$ cat config.mk
export PLATFORM = sky130hd
export DESIGN_NAME = apb_req_arbiter
export DESIGN_NICKNAME = d
export VERILOG_FILES = /design/src/rtl/apb_arb_pkg.sv /design/src/rtl/apb_rr_pick.sv /design/src/rtl/apb_req_arbiter.sv
export SDC_FILE = /design/constraint.sdc
export NUM_CORES = 1
export LEC_CHECK = 0
export BUFFER_PORTS_ARGS = -buffer_cell sky130_fd_sc_hd__buf_2
export CORE_MARGIN = 4
export CORE_UTILIZATION = 42
export CTS_CLUSTER_SIZE = 28
export DETAILED_ROUTE_END_ITERATION = 8
export HOLD_SLACK_MARGIN = 0.06
export PLACE_DENSITY = 0.81
export SETUP_SLACK_MARGIN = 0.4
export SYNTH_ARGS = -nofsm -noshare
export SYNTH_HDL_FRONTEND = slang
export SYNTH_SLANG_ARGS = --single-unit
$ cat constraint.sdc
create_clock -name PCLK -period 2.2 [get_ports PCLK]
set_input_delay 0.44 -clock PCLK [delete_from_list [all_inputs] [get_ports PCLK]]
set_output_delay 0.44 -clock PCLK [all_outputs]
set_load 0.1 [all_outputs]
$ cat src/rtl/apb_arb_pkg.sv
// Shared types and constants for the APB request arbiter.
package apb_arb_pkg;

  typedef enum logic [1:0] {
    IDLE = 2'd0,
    XFER = 2'd1,
    HOLD = 2'd2,
    RESP = 2'd3
  } arb_state_e;

  localparam int DEF_ADDR_W = 9;
  localparam int DEF_DATA_W = 8;

  localparam logic RW_READ  = 1'b1;
  localparam logic RW_WRITE = 1'b0;

endpackage

$ cat src/rtl/apb_rr_pick.sv
// Combinational winner selection: round-robin from i_ptr by default,
// lowest-index-wins when APB_ARB_FIXED_PRIO_EN is defined.
module apb_rr_pick #(
  parameter int NUM_REQ = 4,
  parameter int IDX_W   = 2
) (
  input  logic [NUM_REQ-1:0] i_req,
  input  logic [IDX_W-1:0]   i_ptr,
  output logic [NUM_REQ-1:0] o_grant,
  output logic [IDX_W-1:0]   o_idx
);

`ifdef APB_ARB_FIXED_PRIO_EN
  logic w_unused_ptr;
  assign w_unused_ptr = ^i_ptr;

  always_comb begin
    o_idx = '0;
    // Scan downward so the lowest valid index is the last (winning) write.
    for (int i = NUM_REQ - 1; i >= 0; i--) begin
      if (i_req[i]) o_idx = IDX_W'(i);
    end
  end
`else
  always_comb begin
    int j;
    j     = 0;
    o_idx = '0;
    // Scan offsets downward so the closest valid requester at/after the pointer wins.
    for (int k = NUM_REQ - 1; k >= 0; k--) begin
      j = int'(i_ptr) + k;
      if (j >= NUM_REQ) j = j - NUM_REQ;
      if (i_req[j]) o_idx = IDX_W'(j);
    end
  end
`endif

  assign o_grant = (|i_req) ? (NUM_REQ'(1) << o_idx) : '0;

endmodule

$ cat src/rtl/apb_req_arbiter.sv
// Arbitrates NUM_REQ valid/ready requesters onto one APB master user interface.
// Define APB_ARB_FIXED_PRIO_EN for fixed priority instead of round-robin.
module apb_req_arbiter
  import apb_arb_pkg::*;
#(
  parameter int NUM_REQ     = 4,
  parameter int ADDR_W      = DEF_ADDR_W,
  parameter int DATA_W      = DEF_DATA_W,
  parameter int HOLD_CYCLES = 2
) (
  input  logic                      PCLK,
  input  logic                      PRESETn,
  input  logic [NUM_REQ-1:0]        req_valid,
  output logic [NUM_REQ-1:0]        req_ready,
  input  logic [NUM_REQ-1:0]        req_rw,
  input  logic [NUM_REQ*ADDR_W-1:0] req_addr,
  input  logic [NUM_REQ*DATA_W-1:0] req_wdata,
  output logic [NUM_REQ-1:0]        rsp_valid,
  output logic [DATA_W-1:0]         rsp_rdata,
  output logic                      rsp_err,
  output logic                      transfer,
  output logic                      READ_WRITE,
  output logic [ADDR_W-1:0]         apb_write_paddr,
  output logic [DATA_W-1:0]         apb_write_data,
  output logic [ADDR_W-1:0]         apb_read_paddr,
  input  logic                      PSLVERR,
  input  logic [DATA_W-1:0]         apb_read_data_out
);

  localparam int IDX_W = (NUM_REQ > 1) ? $clog2(NUM_REQ) : 1;
  localparam int CNT_W = $clog2(HOLD_CYCLES + 1);

  arb_state_e         r_state, w_state_nxt;
  logic [IDX_W-1:0]   r_owner;
  logic [IDX_W-1:0]   w_ptr;
  logic [IDX_W-1:0]   w_win_idx;
  logic [NUM_REQ-1:0] w_grant;
  logic [CNT_W-1:0]   r_cnt;
  logic               r_rw;
  logic [ADDR_W-1:0]  r_addr;
  logic [DATA_W-1:0]  r_wdata;
  logic               w_hs;

  apb_rr_pick #(
    .NUM_REQ(NUM_REQ),
    .IDX_W  (IDX_W)
  ) u_pick (
    .i_req  (req_valid),
    .i_ptr  (w_ptr),
    .o_grant(w_grant),
    .o_idx  (w_win_idx)
  );

  assign w_hs = (r_state == IDLE) && (|req_valid);

`ifdef APB_ARB_FIXED_PRIO_EN
  assign w_ptr = '0;
`else
  logic [IDX_W-1:0] r_ptr;

  always_ff @(posedge PCLK or negedge PRESETn) begin
    if (!PRESETn)  r_ptr <= '0;
    else if (w_hs) r_ptr <= (int'(w_win_idx) == NUM_REQ - 1) ? '0 : w_win_idx + 1'b1;
  end

  assign w_ptr = r_ptr;
`endif

  always_ff @(posedge PCLK or negedge PRESETn) begin
    if (!PRESETn) begin
      r_state <= IDLE;
      r_owner <= '0;
      r_cnt   <= '0;
    end else begin
      r_state <= w_state_nxt;
      if (w_hs) r_owner <= w_win_idx;
      if (r_state == XFER)                 r_cnt <= CNT_W'(HOLD_CYCLES - 1);
      else if (r_state == HOLD && r_cnt != '0) r_cnt <= r_cnt - 1'b1;
    end
  end

  // Command capture; only ever observed while the FSM is out of IDLE.
  always_ff @(posedge PCLK) begin
    if (w_hs) begin
      r_rw    <= req_rw[w_win_idx];
      r_addr  <= req_addr[int'(w_win_idx)*ADDR_W +: ADDR_W];
      r_wdata <= req_wdata[int'(w_win_idx)*DATA_W +: DATA_W];
    end
  end

  always_comb begin
    w_state_nxt = r_state;
    case (r_state)
      IDLE:    if (w_hs) w_state_nxt = XFER;
      XFER:    w_state_nxt = HOLD;
      HOLD:    if (r_cnt == '0) w_state_nxt = RESP;
      RESP:    w_state_nxt = IDLE;
      default: w_state_nxt = IDLE;
    endcase
  end

  always_comb begin
    req_ready       = '0;
    rsp_valid       = '0;
    rsp_rdata       = '0;
    rsp_err         = 1'b0;
    transfer        = 1'b0;
    READ_WRITE      = 1'b0;
    apb_write_paddr = '0;
    apb_write_data  = '0;
    apb_read_paddr  = '0;
    if (r_state == IDLE && PRESETn) req_ready = w_grant;
    // Command buses stay stable from the transfer pulse through the response cycle.
    if (r_state != IDLE) begin
      READ_WRITE = r_rw;
      if (r_rw == RW_READ) begin
        apb_read_paddr = r_addr;
      end else begin
        apb_write_paddr = r_addr;
        apb_write_data  = r_wdata;
      end
    end
    if (r_state == XFER) transfer = 1'b1;
    if (r_state == RESP) begin
      rsp_valid = NUM_REQ'(1) << r_owner;
      rsp_err   = PSLVERR;
      rsp_rdata = (r_rw == RW_READ) ? apb_read_data_out : '0;
    end
  end

endmodule

==> results of run 1 <==
-- cells in the mapped netlist (2+ instances only) --
library cell | number | area (um2)
a21oi_1 | 4 | 20.02
and2_1 | 27 | 168.9
and3_1 | 11 | 68.82
buf_6 | 4 | 45.04
buf_8 | 2 | 30.03
clkbuf_1 | 3 | 11.26
dfrtp_1 | 8 | 200.2
edfxtp_1 | 18 | 540.5
ha_1 | 7 | 87.58
inv_1 | 4 | 15.01
inv_2 | 2 | 7.510
mux2_2 | 3 | 33.78
mux2i_1 | 55 | 550.5
nand2_1 | 4 | 15.01
nor2_1 | 5 | 18.77
nor2b_1 | 3 | 18.77
nor3_1 | 2 | 10.01
nor3b_1 | 2 | 15.01
-- kinds of logic after synthesis --
group	count (synthesis)
buffers and inverters	16
adders and majority gates	7
AOI/OAI and AO/OA	9
DFF	26
muxes	58
and+or+nand+nor	59
xor gates and xnor gates	1
-- repair_timing --
item | in CTS
gates resized for setup | 115
buffers inserted | 13
pin swaps | 25
gates cloned | 4
setup endpoints to repair | 45
-- stage by stage --
step | util (%) | instance area, um2 | cells | hold slack, ns | worst slack [ns]
2_1_floorplan | - | 2146 | 176 | 0.1444 | -0.05245
3_3_place_gp | 74.27 | 3301 | 361 | 0.4737 | 0.01680
3_5_place_dp | 74.27 | 3301 | 361 | 0.4777 | -0.008030
4_1_cts | 87.98 | 3910 | 382 | 0.1754 | -0.03003
==> impl_results.md, run 1 <==
* Average cell area after synthesis at 11.20 um2
* Num CTS Buffers at 3
* Die width at 76.52 um
* Worst ep type: top-level output
* Adder-Cell Fraction of Synth Area at 4.442%
* Post-synth ARST share at 30.77%
* Final HPWL DP at 4688 um
* Port-buffer cells at 131
* Final RePlAce weighted congestion at 0.8090
* GR repair worst EP: req_ready[1]
* Die Ht at 76.52 um
* Most used DFF post-synth: edfxtp_1
* Synth cell types at 30
* Error: [ERROR DPL-0033] detailed placement checks failed during check placement.
* Hold buffer count at CTS at 0
* Multiplexer area fraction after synthesis at 29.63%
* Synth Warn # at 0
* XOR/XNOR Fraction of Synth Area at 0.4442%
* Mapped Nets at 270
* Status: did not finish
* Synth Area in Compound Gates at 3.871%
* Post-Synthesis Cells at 176
* Synth Cell Area at 1972 um2
* H-tree levels at 1
* Clock tree buffer depth at 2
* Seq cells post-synth at 26
* Largest net degree at the start of global routing at 22
* Stopped at: global routing (5_1_grt)
* I/O Pins at 132
* Sequential cell area fraction in the yosys report at 37.56%
* Clock sinks at 26
* Initial antenna violation count at 0
* Post-synthesis simple-gate area fraction at 18.27%
* Initial Util at 44.37%
* Rows at 24
* EDFF count, synth at 18
* Main combinational cell family by area after synthesis: multiplexers
* Root Driver: clkbuf_8
==> run 2: changes to the inputs <==
- CORE_UTILIZATION: 42 -> 40
- CTS_CLUSTER_SIZE: 28 -> unset
- HOLD_SLACK_MARGIN: 0.06 -> unset
- PLACE_DENSITY: 0.81 -> unset
- PLACE_DENSITY_LB_ADDON: unset -> 0.15
- SETUP_SLACK_MARGIN: 0.4 -> unset
==> run 2 against run 1 <==
The flow now finishes without violations. Synthesized cell count did not move. Area after synthesis unchanged.
==> impl_results.md, run 2 <==
* Status: completed
* Leading cell types in the layout, fill and taps excluded: buf_2 (87), mux2i_1 (55), buf_12 (32), edfxtp_1 (18), clkbuf_4 (13)
* Worst reg2reg endpoint: r_rw$_DFFE_PP_
* Vias per inst at 4.757
* Residual DRC at 0
* Critical path arrival at 1.73 ns
* Synth Cell Area at 1972 um2
* Post-Synthesis Cells at 176
* Average cell area after synthesis at 11.20 um2
* Setup Skew at 0.01132 ns
* Met2 Use GR at 30.82%
* Clock tree buffer depth at 2
* Clk_lat worst skew at 0.27 ns
* Worst setup path category: reg -> out
* First-pass GRT wire length at 8224 um
* TNS Setup at 0 ns
* Core Area at 4755 um2
* Most Used Layer, Global Route: met2
* Most flop-heavy register: r_addr
* DP Cell Count at 373
* DRT iter0 DRCs at 54
* CP max stage delay at 0.45 ns
* Synth Warn # at 0
* Post-route insts no fill at 382
* Largest register FFs at 9
* Startpoint Class: flip-flop
* Area contributors post-synth: mux2i_1 (28%), edfxtp_1 (27%), dfrtp_1 (10%), and2_1 (8.6%), ha_1 (4.4%)
* Most numerous cell in the Yosys netlist: mux2i_1
* Num CTS Buffers at 3
* Initial antenna violation count at 0
* Nets at 410
* Initial Util at 41.47%
* Die width at 78.21 um
* Post-synth top area cell: mux2i_1
* Port-buffer cells at 131
* Worst hold path class: in -> async
* Via Count at 1817
* Gr ovfl total at 0
* Rows at 25
* Clock slew at reported path FFs at 0.08 ns
* Met1 GRT Util at 18.93%
* Die Ht at 78.21 um
* TritonCTS clock tree: yes
* Setup Viol. Count Final at 0
* RSZ-0062 raised after global routing: true
* Initial DRT Pass Iterations at 2
* Largest registers: r_addr x9, r_wdata x8
* R2r startpoint: r_ptr[1]$_DFFE_PN0P_
* Max FO, Critical Path at 4
* Filler cells at 355
* Post-layout min period at 2.171 ns
* Drt wl/cell at 14.10 um
* I/O Pins at 132
* Layout cell share with drive strength beyond 1 at 60.95%
* Area Overhead vs Synth at 74.49%
* WL final at 5388 um
* Final Cycle Share at 98.68%
* EDFF count, synth at 18
* Seq cells post-synth at 26
* Worst Slack Setup Final at 0.02912 ns
* Crit-path slowest cell: dfrtp_2
* Root Driver: clkbuf_8
* Most used DFF post-synth: edfxtp_1
* WP data required at 1.76 ns
* Final HPWL DP at 4267 um
* Maxcap violations at 0
* Worst Tran Pin Value at 0.4893 ns
* Sequential cell area fraction in the yosys report at 37.56%
* Mapped Nets at 270
* Relative slew slack at 67.60%
* Final hold vios at 0
* Synth cell types at 30
* Grt met3 use at 4.358%
* Post-place setup slack at 0.1059 ns
* Total track usage at 16.52%
* Endpoint type of the worst setup path: output pin
* Fin. max-slew vios at 0
* R2R setup slack at 0.32 ns
* Post-route cell area at 3441 um2
* Die area at 6117 um2
* Vias in the first global route at 1757
* Placed inst area at 3271 um2
* Fmax at 460.6 MHz
* Yosys top cell area share at 27.92%
* Crit-path cells: nand2_1 -> a21oi_2 -> nor3_4 -> inv_2 -> ha_2 -> and3_4 -> buf_12
* Post-route antenna net violation count at 0
* Top cells by count, synth: mux2i_1 (55), and2_1 (27), edfxtp_1 (18)
* H-tree levels at 1
* Clock sinks at 26
* Most common cell after layout, fill and taps aside: buf_2
* Final RePlAce weighted congestion at 0.7251
* Ant. Diodes at 0
* R2R depth at 7
* Post-synth ARST share at 30.77%
* Largest net degree at the start of global routing at 37
* Hold buffer count at CTS at 0
[run 2: cell counts after synthesis]
Identical to the previous run, type by type.
[run 2: worst max-delay path: cells and delay by family, from the launching register on]
family,cells,cell delay (ns)
buf+inv,2,0.23
flops,1,0.45
compound gates,1,0.08
fa+ha+maj,1,0.18
simple gates,3,0.53
[run 2: cell type report]
cell class	count	area (um2)	area share, %
Clock buffer	3	41.29	1.200
Clock inverter	1	30.03	0.8727
Timing Repair Buffer	145	1279	37.16
Multi-Input combinational cell	134	1242	36.11
Tap cell	67	83.83	2.436
Sequential cell	26	742.0	21.56
Inverter	6	22.52	0.6545
[run 2: timing repair]
item | in CTS | in global routing
endpoints found under the setup margin | 2 | 28
gates resized for setup | 3 | 19
pin swaps | 2 | 3
setup buffers | 3 | 3
[run 2: kinds of logic after synthesis]
kind of cell	Yosys count	share of synthesized area (%)
muxes	58	29.63
and+or+nand+nor	59	18.27
buffers and inverters	16	5.774
xor gates and xnor gates	1	0.4442
AOI/OAI and AO/OA	9	3.871
adders and majority gates	7	4.441
DFF	26	37.56
[run 2: routing by layer]
layer / share of wire (%) / wire length (um)
met3: 8.9 / 482
met2: 54 / 2885
met5: 0 / 0
met1: 37 / 1997
met4: 0.41 / 22
[run 2: worst max path at each step]
| stage | start | cells after the start | to |
|---|---|---|---|
| floorplan | r_state[0]$_DFFE_PN0P_ | 6 | req_ready[0] |
| global placement | req_valid[0] | 8 | req_ready[2] |
| detailed placement | req_valid[0] | 8 | req_ready[2] |
| CTS | r_ptr[1]$_DFFE_PN0P_ | 7 | req_ready[1] |
| global route | r_ptr[1]$_DFFE_PN0P_ | 7 | req_ready[2] |
| finish | r_ptr[1]$_DFFE_PN0P_ | 7 | req_ready[2] |
[run 2: metrics by stage]
step / hold slack (ns) / util (%)
2_1_floorplan: 0.1444 / -
3_3_place_gp: 0.3306 / 68.79
3_5_place_dp: 0.3269 / 68.79
4_1_cts: 0.04088 / 70.97
5_1_grt: 0.04377 / 72.37
6_report: 0.03914 / 72.37
Power of run 2 is not shown: default switching activity piles up to over one toggle a cycle in this logic, so the estimate is an artifact.
